$ cat src/rtl/warmup_pkg.sv
// Shared types and constants for the warmup result path.
package warmup_pkg;

  typedef enum logic [1:0] {TX_IDLE, TX_START, TX_DATA, TX_STOP} tx_state_t;

  localparam int DEFAULT_CLKS_PER_BIT = 434;
  localparam int STATUS_OVF_BIT       = 0;

  function automatic logic [7:0] status_byte(input logic ovf);
    status_byte = 8'(ovf) << STATUS_OVF_BIT;
  endfunction

endpackage

$ cat src/rtl/uart_baud_tick.sv
// Restartable bit-period counter: counts 0..CLKS_PER_BIT-1 and ticks on the last count.
module uart_baud_tick
  import warmup_pkg::*;
#(
  parameter int CLKS_PER_BIT = DEFAULT_CLKS_PER_BIT
) (
  input  logic clk,
  input  logic rst,
  input  logic restart,
  output logic tick
);

  localparam int CW = (CLKS_PER_BIT > 1) ? $clog2(CLKS_PER_BIT) : 1;
  localparam logic [CW-1:0] LAST = CW'(CLKS_PER_BIT - 1);

  logic [CW-1:0] cnt_q;

  always_ff @(posedge clk or negedge rst) begin
    if (!rst) begin
      cnt_q <= '0;
    end else if (restart || (cnt_q == LAST)) begin
      cnt_q <= '0;
    end else begin
      cnt_q <= cnt_q + 1'b1;
    end
  end

  // A restart edge starts a fresh bit period, so it never doubles as a tick.
  assign tick = (cnt_q == LAST) && !restart;

endmodule

$ cat src/rtl/result_uart_tx.sv
// Sends one result word (LSB byte first) plus a status byte as UART 8N1/8N2 frames.
module result_uart_tx
  import warmup_pkg::*;
#(
  parameter int CLKS_PER_BIT = DEFAULT_CLKS_PER_BIT,
  parameter int DATA_W       = 16,
  parameter int STOP_BITS    = 1
) (
  input  logic              clk,
  input  logic              rst,
  input  logic              in_valid,
  output logic              in_ready,
  input  logic [DATA_W-1:0] in_data,
  input  logic              in_overflow,
  output logic              tx,
  output logic              busy,
  output logic              frame_done
);

  localparam int NB    = DATA_W / 8;
  localparam int MSG_W = DATA_W + 8;
  localparam int BIW   = (NB > 0) ? $clog2(NB + 1) : 1;

  if ((DATA_W % 8) != 0 || DATA_W < 8) begin : g_bad_data_w
    $error("result_uart_tx: DATA_W must be a positive multiple of 8");
  end
  if (CLKS_PER_BIT < 2) begin : g_bad_clks
    $error("result_uart_tx: CLKS_PER_BIT must be >= 2");
  end
  if (STOP_BITS != 1 && STOP_BITS != 2) begin : g_bad_stop
    $error("result_uart_tx: STOP_BITS must be 1 or 2");
  end

  tx_state_t        state_q;
  logic [BIW-1:0]   byte_idx_q;
  logic [2:0]       bit_idx_q;
  logic             stop_cnt_q;
  logic [MSG_W-1:0] msg_q;
  logic             tx_q;
  logic             frame_done_q;
  logic             accept;
  logic             tick;

  assign accept = in_valid && (state_q == TX_IDLE);

  uart_baud_tick #(.CLKS_PER_BIT(CLKS_PER_BIT)) u_baud (
    .clk    (clk),
    .rst    (rst),
    .restart(accept),
    .tick   (tick)
  );

  // msg_q shifts one bit per data bit, so after 8 shifts the next byte sits at the bottom.
  always_ff @(posedge clk or negedge rst) begin
    if (!rst) begin
      state_q      <= TX_IDLE;
      byte_idx_q   <= '0;
      bit_idx_q    <= '0;
      stop_cnt_q   <= 1'b0;
      msg_q        <= '0;
      tx_q         <= 1'b1;
      frame_done_q <= 1'b0;
    end else begin
      frame_done_q <= 1'b0;
      unique case (state_q)
        TX_IDLE: begin
          tx_q <= 1'b1;
          if (accept) begin
            msg_q      <= {status_byte(in_overflow), in_data};
            byte_idx_q <= '0;
            tx_q       <= 1'b0;
            state_q    <= TX_START;
          end
        end
        TX_START: begin
          if (tick) begin
            tx_q      <= msg_q[0];
            bit_idx_q <= '0;
            state_q   <= TX_DATA;
          end
        end
        TX_DATA: begin
          if (tick) begin
            msg_q <= msg_q >> 1;
            if (bit_idx_q == 3'd7) begin
              tx_q       <= 1'b1;
              stop_cnt_q <= 1'b0;
              state_q    <= TX_STOP;
            end else begin
              tx_q      <= msg_q[1];
              bit_idx_q <= bit_idx_q + 3'd1;
            end
          end
        end
        TX_STOP: begin
          if (tick) begin
            if (stop_cnt_q == 1'(STOP_BITS - 1)) begin
              if (byte_idx_q == BIW'(NB)) begin
                frame_done_q <= 1'b1;
                state_q      <= TX_IDLE;
              end else begin
                byte_idx_q <= byte_idx_q + 1'b1;
                tx_q       <= 1'b0;
                state_q    <= TX_START;
              end
            end else begin
              stop_cnt_q <= stop_cnt_q + 1'b1;
            end
          end
        end
        default: state_q <= TX_IDLE;
      endcase
    end
  end

  assign tx         = tx_q;
  assign busy       = (state_q != TX_IDLE);
  assign in_ready   = (state_q == TX_IDLE);
  assign frame_done = frame_done_q;

endmodule

$ cat config.mk
export PLATFORM = sky130hd
export DESIGN_NAME = result_uart_tx
export DESIGN_NICKNAME = d
export VERILOG_FILES = /design/src/rtl/warmup_pkg.sv /design/src/rtl/uart_baud_tick.sv /design/src/rtl/result_uart_tx.sv
export SDC_FILE = /design/constraint.sdc
export NUM_CORES = 1
export LEC_CHECK = 0
export BUFFER_PORTS_ARGS = -buffer_cell sky130_fd_sc_hd__buf_2
export CAP_MARGIN = 20
export CORE_MARGIN = 8
export CORE_UTILIZATION = 43
export DETAILED_ROUTE_END_ITERATION = 6
export PLACE_DENSITY = 0.69
export SLEW_MARGIN = 20
export SYNTH_ARGS = -nofsm -noshare
export SYNTH_HDL_FRONTEND = slang
export SYNTH_SLANG_ARGS = --single-unit
$ cat constraint.sdc
create_clock -name clk -period 2.4 [get_ports clk]
set_input_delay 0.24 -clock clk [delete_from_list [all_inputs] [get_ports clk]]
set_output_delay 0.24 -clock clk [all_outputs]
set_load 0.05 [all_outputs]
# [Yosys cells after proc, flatten, opt, wreduce, memory -nomap -nowiden]
# Index checks and enable logic that the tools add are counted.
# Widths: inputs -> output; s select.
[totals] wordCells=80 inputBits=20 reg_bits=43 output_inout_bits=4
[classes] n_mux=38 reduce_logical=16 n_eq_ne=14 add_sub_neg=4
[op_table] cell="$mux 24" count=2
[op_table] cell="$pmux 24 s2" count=1
[op_table] cell="$mux 2" count=10
[op_table] cell="$mux 1" count=16
[op_table] cell="$ne 2x2->1 const B" count=7
[op_table] cell="$reduce_and 5->1" count=2
[op_table] cell="$reduce_bool 2->1" count=5
[op_table] cell="$add 9x1->9 const B" count=1
[op_table] cell="$eq 9x9->1 const B" count=1
[op_table] cell="$mux 3" count=3
[op_table] cell="$mux 9" count=1
[op_table] cell="$pmux 2 s4" count=1
[op_table] cell="$reduce_and 4->1" count=2
[op_table] cell="$eq 2x2->1 const B" count=3
[op_table] cell="$pmux 3 s2" count=1
[op_table] cell="$reduce_and 6->1" count=1
[op_table] cell="$pmux 1 s4" count=1
[op_table] cell="$pmux 2 s2" count=1
[op_table] cell="$add 3x1->3 const B" count=1
[op_table] cell="$eq 3x3->1 const B" count=1
[op_table] cell="$reduce_and 3->1" count=1
[op_table] cell="$add 2x1->2 const B" count=1
[op_table] cell="$eq 2x1->1 const B" count=1
[op_table] cell="$logic_and 1x1->1" count=2
[op_table] cell="6 further kinds" count=6

# [Logic depth before layout (Yosys ltp)]
[depth] word_depth=6 mapped_depth=8

# [Modules after synthesis]
# Synthesis repeated with hierarchy kept, for this count alone.
[unflattened] hier_cells=180 hier_area_um2=1880.6
[by_module_without_submodules] mod="result_uart_tx" cells_per_inst=132 area_per_inst_um2=1393.8 instances=1
[by_module_without_submodules] mod="uart_baud_tick" cells_per_inst=48 area_per_inst_um2=486.7 instances=1

# [Least setup slack after synthesis]
# No wires, ideal clock.
[synth_timing] path_type="register to register" startpoint="register state_q[0]" endpoint="register state_q[0]" arrival_time_ps=2253 required_time_ps=2274 stages_incl_launch_ff=8 synth_period_minus_slack_ps=2379 setup_slack_ps=21 cell_sequence="dfrtp_1 -> inv_1 -> ha_1 -> clkbuf_1 -> inv_1 -> o2111a_1 -> or3_1 -> o311a_1"
[synth_between] elab_chain_len=6 elab_cells_between_ends=15 cone_classes="9 x eq/ne; 1 x mux; 5 x reduce/logical"
[synth_lines] element="start, declared" line_no="result_uart_tx.sv:34" source="tx_state_t state_q;"
[synth_lines] element="start signal, assigned" line_no="result_uart_tx.sv:56" source="state_q <= TX_IDLE;"
[synth_lines] element="start signal, assigned" line_no="result_uart_tx.sv:72" source="state_q <= TX_START;"
[synth_lines] element="start signal, assigned" line_no="result_uart_tx.sv:79" source="state_q <= TX_DATA;"
[synth_lines] element="$logic_not 2->1 *"
[synth_lines] element="via in_ready" line_no="result_uart_tx.sv:12" source="output logic in_ready,"
[synth_lines] element="$logic_and 1x1->1" line_no="result_uart_tx.sv:44" source="assign accept = in_valid && (state_q == TX_IDLE);"
[synth_lines] element="$logic_not 1->1" line_no="uart_baud_tick.sv:29" source="assign tick = (cnt_q == LAST) && !restart;"
[synth_lines] element="$logic_and 1x1->1" line_no="uart_baud_tick.sv:29"
[synth_lines] element="$ne 2x2->1 (no source line)"
[synth_lines] element="$reduce_and 6->1 (no source line)"
# The timed path passes the listed nets; every way through them passes the cells marked *.
# A chain may end at the register's enable or synchronous reset.

# [Final worst setup path]
[layout_timing] startpoint="register state_q[0]" endpoint="register msg_q[12]"
[layout_between] elab_chain_len=6 elab_cells_between_ends=10 cone_classes="3 x eq/ne; 1 x mux; 6 x reduce/logical"
[layout_lines] element="$logic_not 2->1" line_no="result_uart_tx.sv:44, result_uart_tx.sv:65"
[layout_lines] element="$logic_and 1x1->1" line_no="result_uart_tx.sv:44"
[layout_lines] element="$logic_not 1->1" line_no="uart_baud_tick.sv:29"
[layout_lines] element="$logic_and 1x1->1" line_no="uart_baud_tick.sv:29"
[layout_lines] element="$ne 2x2->1 (no source line)"
[layout_lines] element="$reduce_and 3->1 (no source line)"
[layout_lines] element="end signal, assigned" line_no="result_uart_tx.sv:69" source="msg_q <= {status_byte(in_overflow), in_data};"
[layout_lines] element="end signal, assigned" line_no="result_uart_tx.sv:84" source="msg_q <= msg_q >> 1;"
[layout_lines] element="end, declared" line_no="result_uart_tx.sv:38" source="logic [MSG_W-1:0] msg_q;"
# Several ways; a longest one is shown, not always the timed one.

==> impl_summary.txt <==
----------------------------------------------------
[Routing]
  DRC violations left ... 0
  Number of DRC markers after the initial detailed-route iteration ... 81
  DRT Pass-1 Iters ... 4
  Wirelength, routed ... 3642 um
  Remaining number of nets flagged by the antenna check after routing ... 0
  Post-DR vias/cell ... 5.168
  Total number of vias ... 1354
  DR WL/cell ... 13.90 um

[Clock network]
  Number of buffers added by the clock tree synthesis step ... 5
  CTS clock-pin slew for the worst setup and hold paths ... 70 ps
  Number of clock sinks seen by CTS ... 35
  Setup bufs post-CTS ... 0
  Maximum number of buffers from clock root to sink ... 2
  Count of H-tree levels built during CTS ... 2
  Clock root buffer ... sky130_fd_sc_hd__clkbuf_8
  TritonCTS clock tree ... built
  Hold buffer count at CTS ... 0
  Cts repair resizes ... 0
  Latest clock arrival within the worst-skew pair ... 290 ps

[Timing]
  Slew of the pin with the lowest slew margin ... 749.6 ps
  Final-report hold violation count ... 0
  Max Freq ... 499.4 MHz
  Post-route clock period utilization ... 83.44%
  Clk_skew ... 6.030 ps
  Slew margin rel. ... 50.03%
  Unrepaired setup endpoints after global routing ... false
  Final critical-path required period ... 2002 ps
  Final setup vio count ... 0
  Max-slew violation count ... 0
  Total Negative Setup Slacks ... 0 ps

[Logic synthesis]
  Net count after synthesis ... 215
  Share of the synthesized area in the top cell type ... 43.67%
  Unique cell type count in the Yosys netlist ... 44
  Flip-flop and latch count after synthesis ... 35
  Yosys top cell by area ... sky130_fd_sc_hd__dfrtp_1
  Fraction of registers with async set or reset after synthesis ... 100.0%
  Cell with the most instances after synthesis ... sky130_fd_sc_hd__dfrtp_1
  Top area cells in the synthesized netlist ... sky130_fd_sc_hd__dfrtp_1 (44%), sky130_fd_sc_hd__mux2i_1 (8.7%), sky130_fd_sc_hd__ha_1 (6.4%)
  Most used flip-flop cell after synthesis ... sky130_fd_sc_hd__dfrtp_1
  Share of the yosys chip area belonging to registers ... 45.02%
  Summed instance area of the synthesized netlist ... 1948 um^2
  Post-synth EDFFs ... 0
  Ranking of synthesized cells by instance count ... sky130_fd_sc_hd__dfrtp_1 (34), sky130_fd_sc_hd__nor2_1 (25), sky130_fd_sc_hd__mux2i_1 (17)
  Synthesized area per cell ... 10.53 um^2
  Ys Warns ... 0
  Gate count after technology mapping ... 185

[Finish]
  Count of fill cells added during filler insertion ... 416
  Synth-to-layout area growth ... 12.20%
  Number of nets in the final layout ... 239
  Final std cell area, no fill ... 2186 um^2
  Antenna cell count ... 0
  Fraction of layout instances using a drive strength above 1 ... 24.29%

[GRT]
  Number of global-route vias before repair ... 1361
  Grt total ovfl ... 0
  Global-route wire length before repair ... 6423 um
  Initial antenna violation count ... 0
  Total routing resource utilization after global routing ... 11.34%
  Largest net degree at the start of global routing ... 36

[Place]
  RD Place Congestion ... 0.7701
  Number of I/O port buffers ... 23
  Instance area after placement ... 2105 um^2
  Dpl hpwl ... 2676 um

[Worst setup path]
  Largest delay share family, worst path ... compound AO/OA/AOI/OAI gates
  Startpoint-to-endpoint class of the critical path ... reg -> reg
  Delay of the slowest cell on the worst path ... 630 ps
  CP startpoint kind ... flip-flop
  Arrival time of the worst setup path ... 2220 ps
  Critical Path Sink Type ... flip-flop
  Endpoint required time on the critical path ... 2610 ps
  Max stage delay cell, worst path ... sky130_fd_sc_hd__o41ai_4
  Worst path cell trace ... inv_1 > ha_1 > o41ai_4 > buf_12 > nor2_1 > a21oi_1
  Worst path bufs/invs ... 2
  Largest driver fanout on the critical path ... 26

[Floorplanning]
  Placement row count ... 24
  Total core area ... 4354 um^2
  Starting utilization of the core area ... 44.74%
  Vertical die dimension ... 83.31 um
  Width of the die ... 83.31 um
  DIE AREA ... 6941 um^2
  Count of pins on the block boundary ... 24

[Worst hold path]
  Hold crit path type ... in -> async

[Status]
  Outcome ... completed

[Job]
  Max Cap Violations ... 0

[Power]
  Max rail drop VDD ... 0.4946 mV
  Lkg Pwr ... 0.9401 nW
  Power density over cell area ... 1141 nW/um^2

----------------------------------------------------
==> flip-flops by register name, summed over array words and instances, names as in the netlist <==
signal and flops:
state_q 2, bit_idx_q 3, msg_q 17, frame_done 1, tx 1, byte_idx_q 2
u_baud.cnt_q 9
==> final cells by class <==
class	count	area (um^2)	area share (%)
Clock inverter	1	5.005	0.2290
Timing Repair Buffer	25	142.6	6.525
Inverter	9	33.78	1.546
Clock buffer	7	76.32	3.492
Multi-Input combinational cell	133	985.9	45.11
Sequential cell	35	877.1	40.13
Tap cell	52	65.06	2.977
==> power breakdown <==
part	switching, W	internal [W]
Combinational	0.000657	0.000467
Sequential	0.000149	0.000811
Clock	0.000208	0.000204
Total	0.00101	0.00148
==> layer usage <==
layer	share of wire, %	track usage, %	vias up
li1	-	-	695
met1	47	13.92	635
met2	47	17.47	17
met3	3.0	3.418	7
met4	2.3	5.751	0
met5	0	0	-
==> final timing paths <==
path	start	to	slack, ps	cells after the start
max in group asynchronous	rst	byte_idx_q[1]	1900	1
min in group clk	in_overflow	msg_q[16]	230	3
worst max-delay path	state_q[0]	msg_q[12]	400	6
worst min-delay path	rst	u_baud.cnt_q[1]	10	1
worst min register to register	u_baud.cnt_q[0]	u_baud.cnt_q[0]	490	1
worst max register to register	state_q[0]	msg_q[12]	400	6
==> cells by family (layout without fill, tap and decap cells) <==
group | count (synthesis) | count (layout) | synth area share [%]
AND/OR/NAND/NOR | 58 | 58 | 15.74
AO/OA/AOI/OAI | 41 | 41 | 16.44
flip-flops | 35 | 35 | 45.02
adder cells (fa/ha/maj) | 10 | 10 | 6.423
multiplexers | 18 | 18 | 9.313
buffers and inverters | 17 | 42 | 4.367
XOR/XNOR | 6 | 6 | 2.697
==> cell usage in the layout (no fill, tap or decap), types with 2 or more instances in the layout <==
cell type	n
sky130_fd_sc_hd__nand3b_1	3
sky130_fd_sc_hd__xnor2_1	4
sky130_fd_sc_hd__mux2i_1	17
sky130_fd_sc_hd__dfrtp_1	34
sky130_fd_sc_hd__inv_1	9
sky130_fd_sc_hd__buf_2	23
sky130_fd_sc_hd__xor2_1	2
sky130_fd_sc_hd__nand3_1	5
sky130_fd_sc_hd__a21oi_2	13
sky130_fd_sc_hd__nand2_1	9
sky130_fd_sc_hd__clkbuf_8	5
sky130_fd_sc_hd__or3_1	3
sky130_fd_sc_hd__nor3_1	2
sky130_fd_sc_hd__o21ai_0	9
sky130_fd_sc_hd__ha_1	10
sky130_fd_sc_hd__nor2_1	25
sky130_fd_sc_hd__a21oi_1	6
sky130_fd_sc_hd__clkbuf_1	2
sky130_fd_sc_hd__a22o_1	3
==> per-stage QoR <==
stage | total power (W) | hold slack, ps | setup slack (ps) | util (%) | instances
after floorplan | 0.001888 | -55.59 | 21.33 | - | 185
after detailed placement | 0.002108 | 366.4 | 411.6 | 48.33 | 254
after global routing | 0.002706 | 83.42 | 265.4 | 50.20 | 262
after CTS | 0.002525 | 48.83 | 400.4 | 50.20 | 262
after global placement | 0.002079 | 361.4 | 487.4 | 48.33 | 254
final | 0.002495 | 13.85 | 397.6 | 50.20 | 262
(Power assumes the default switching activity.)
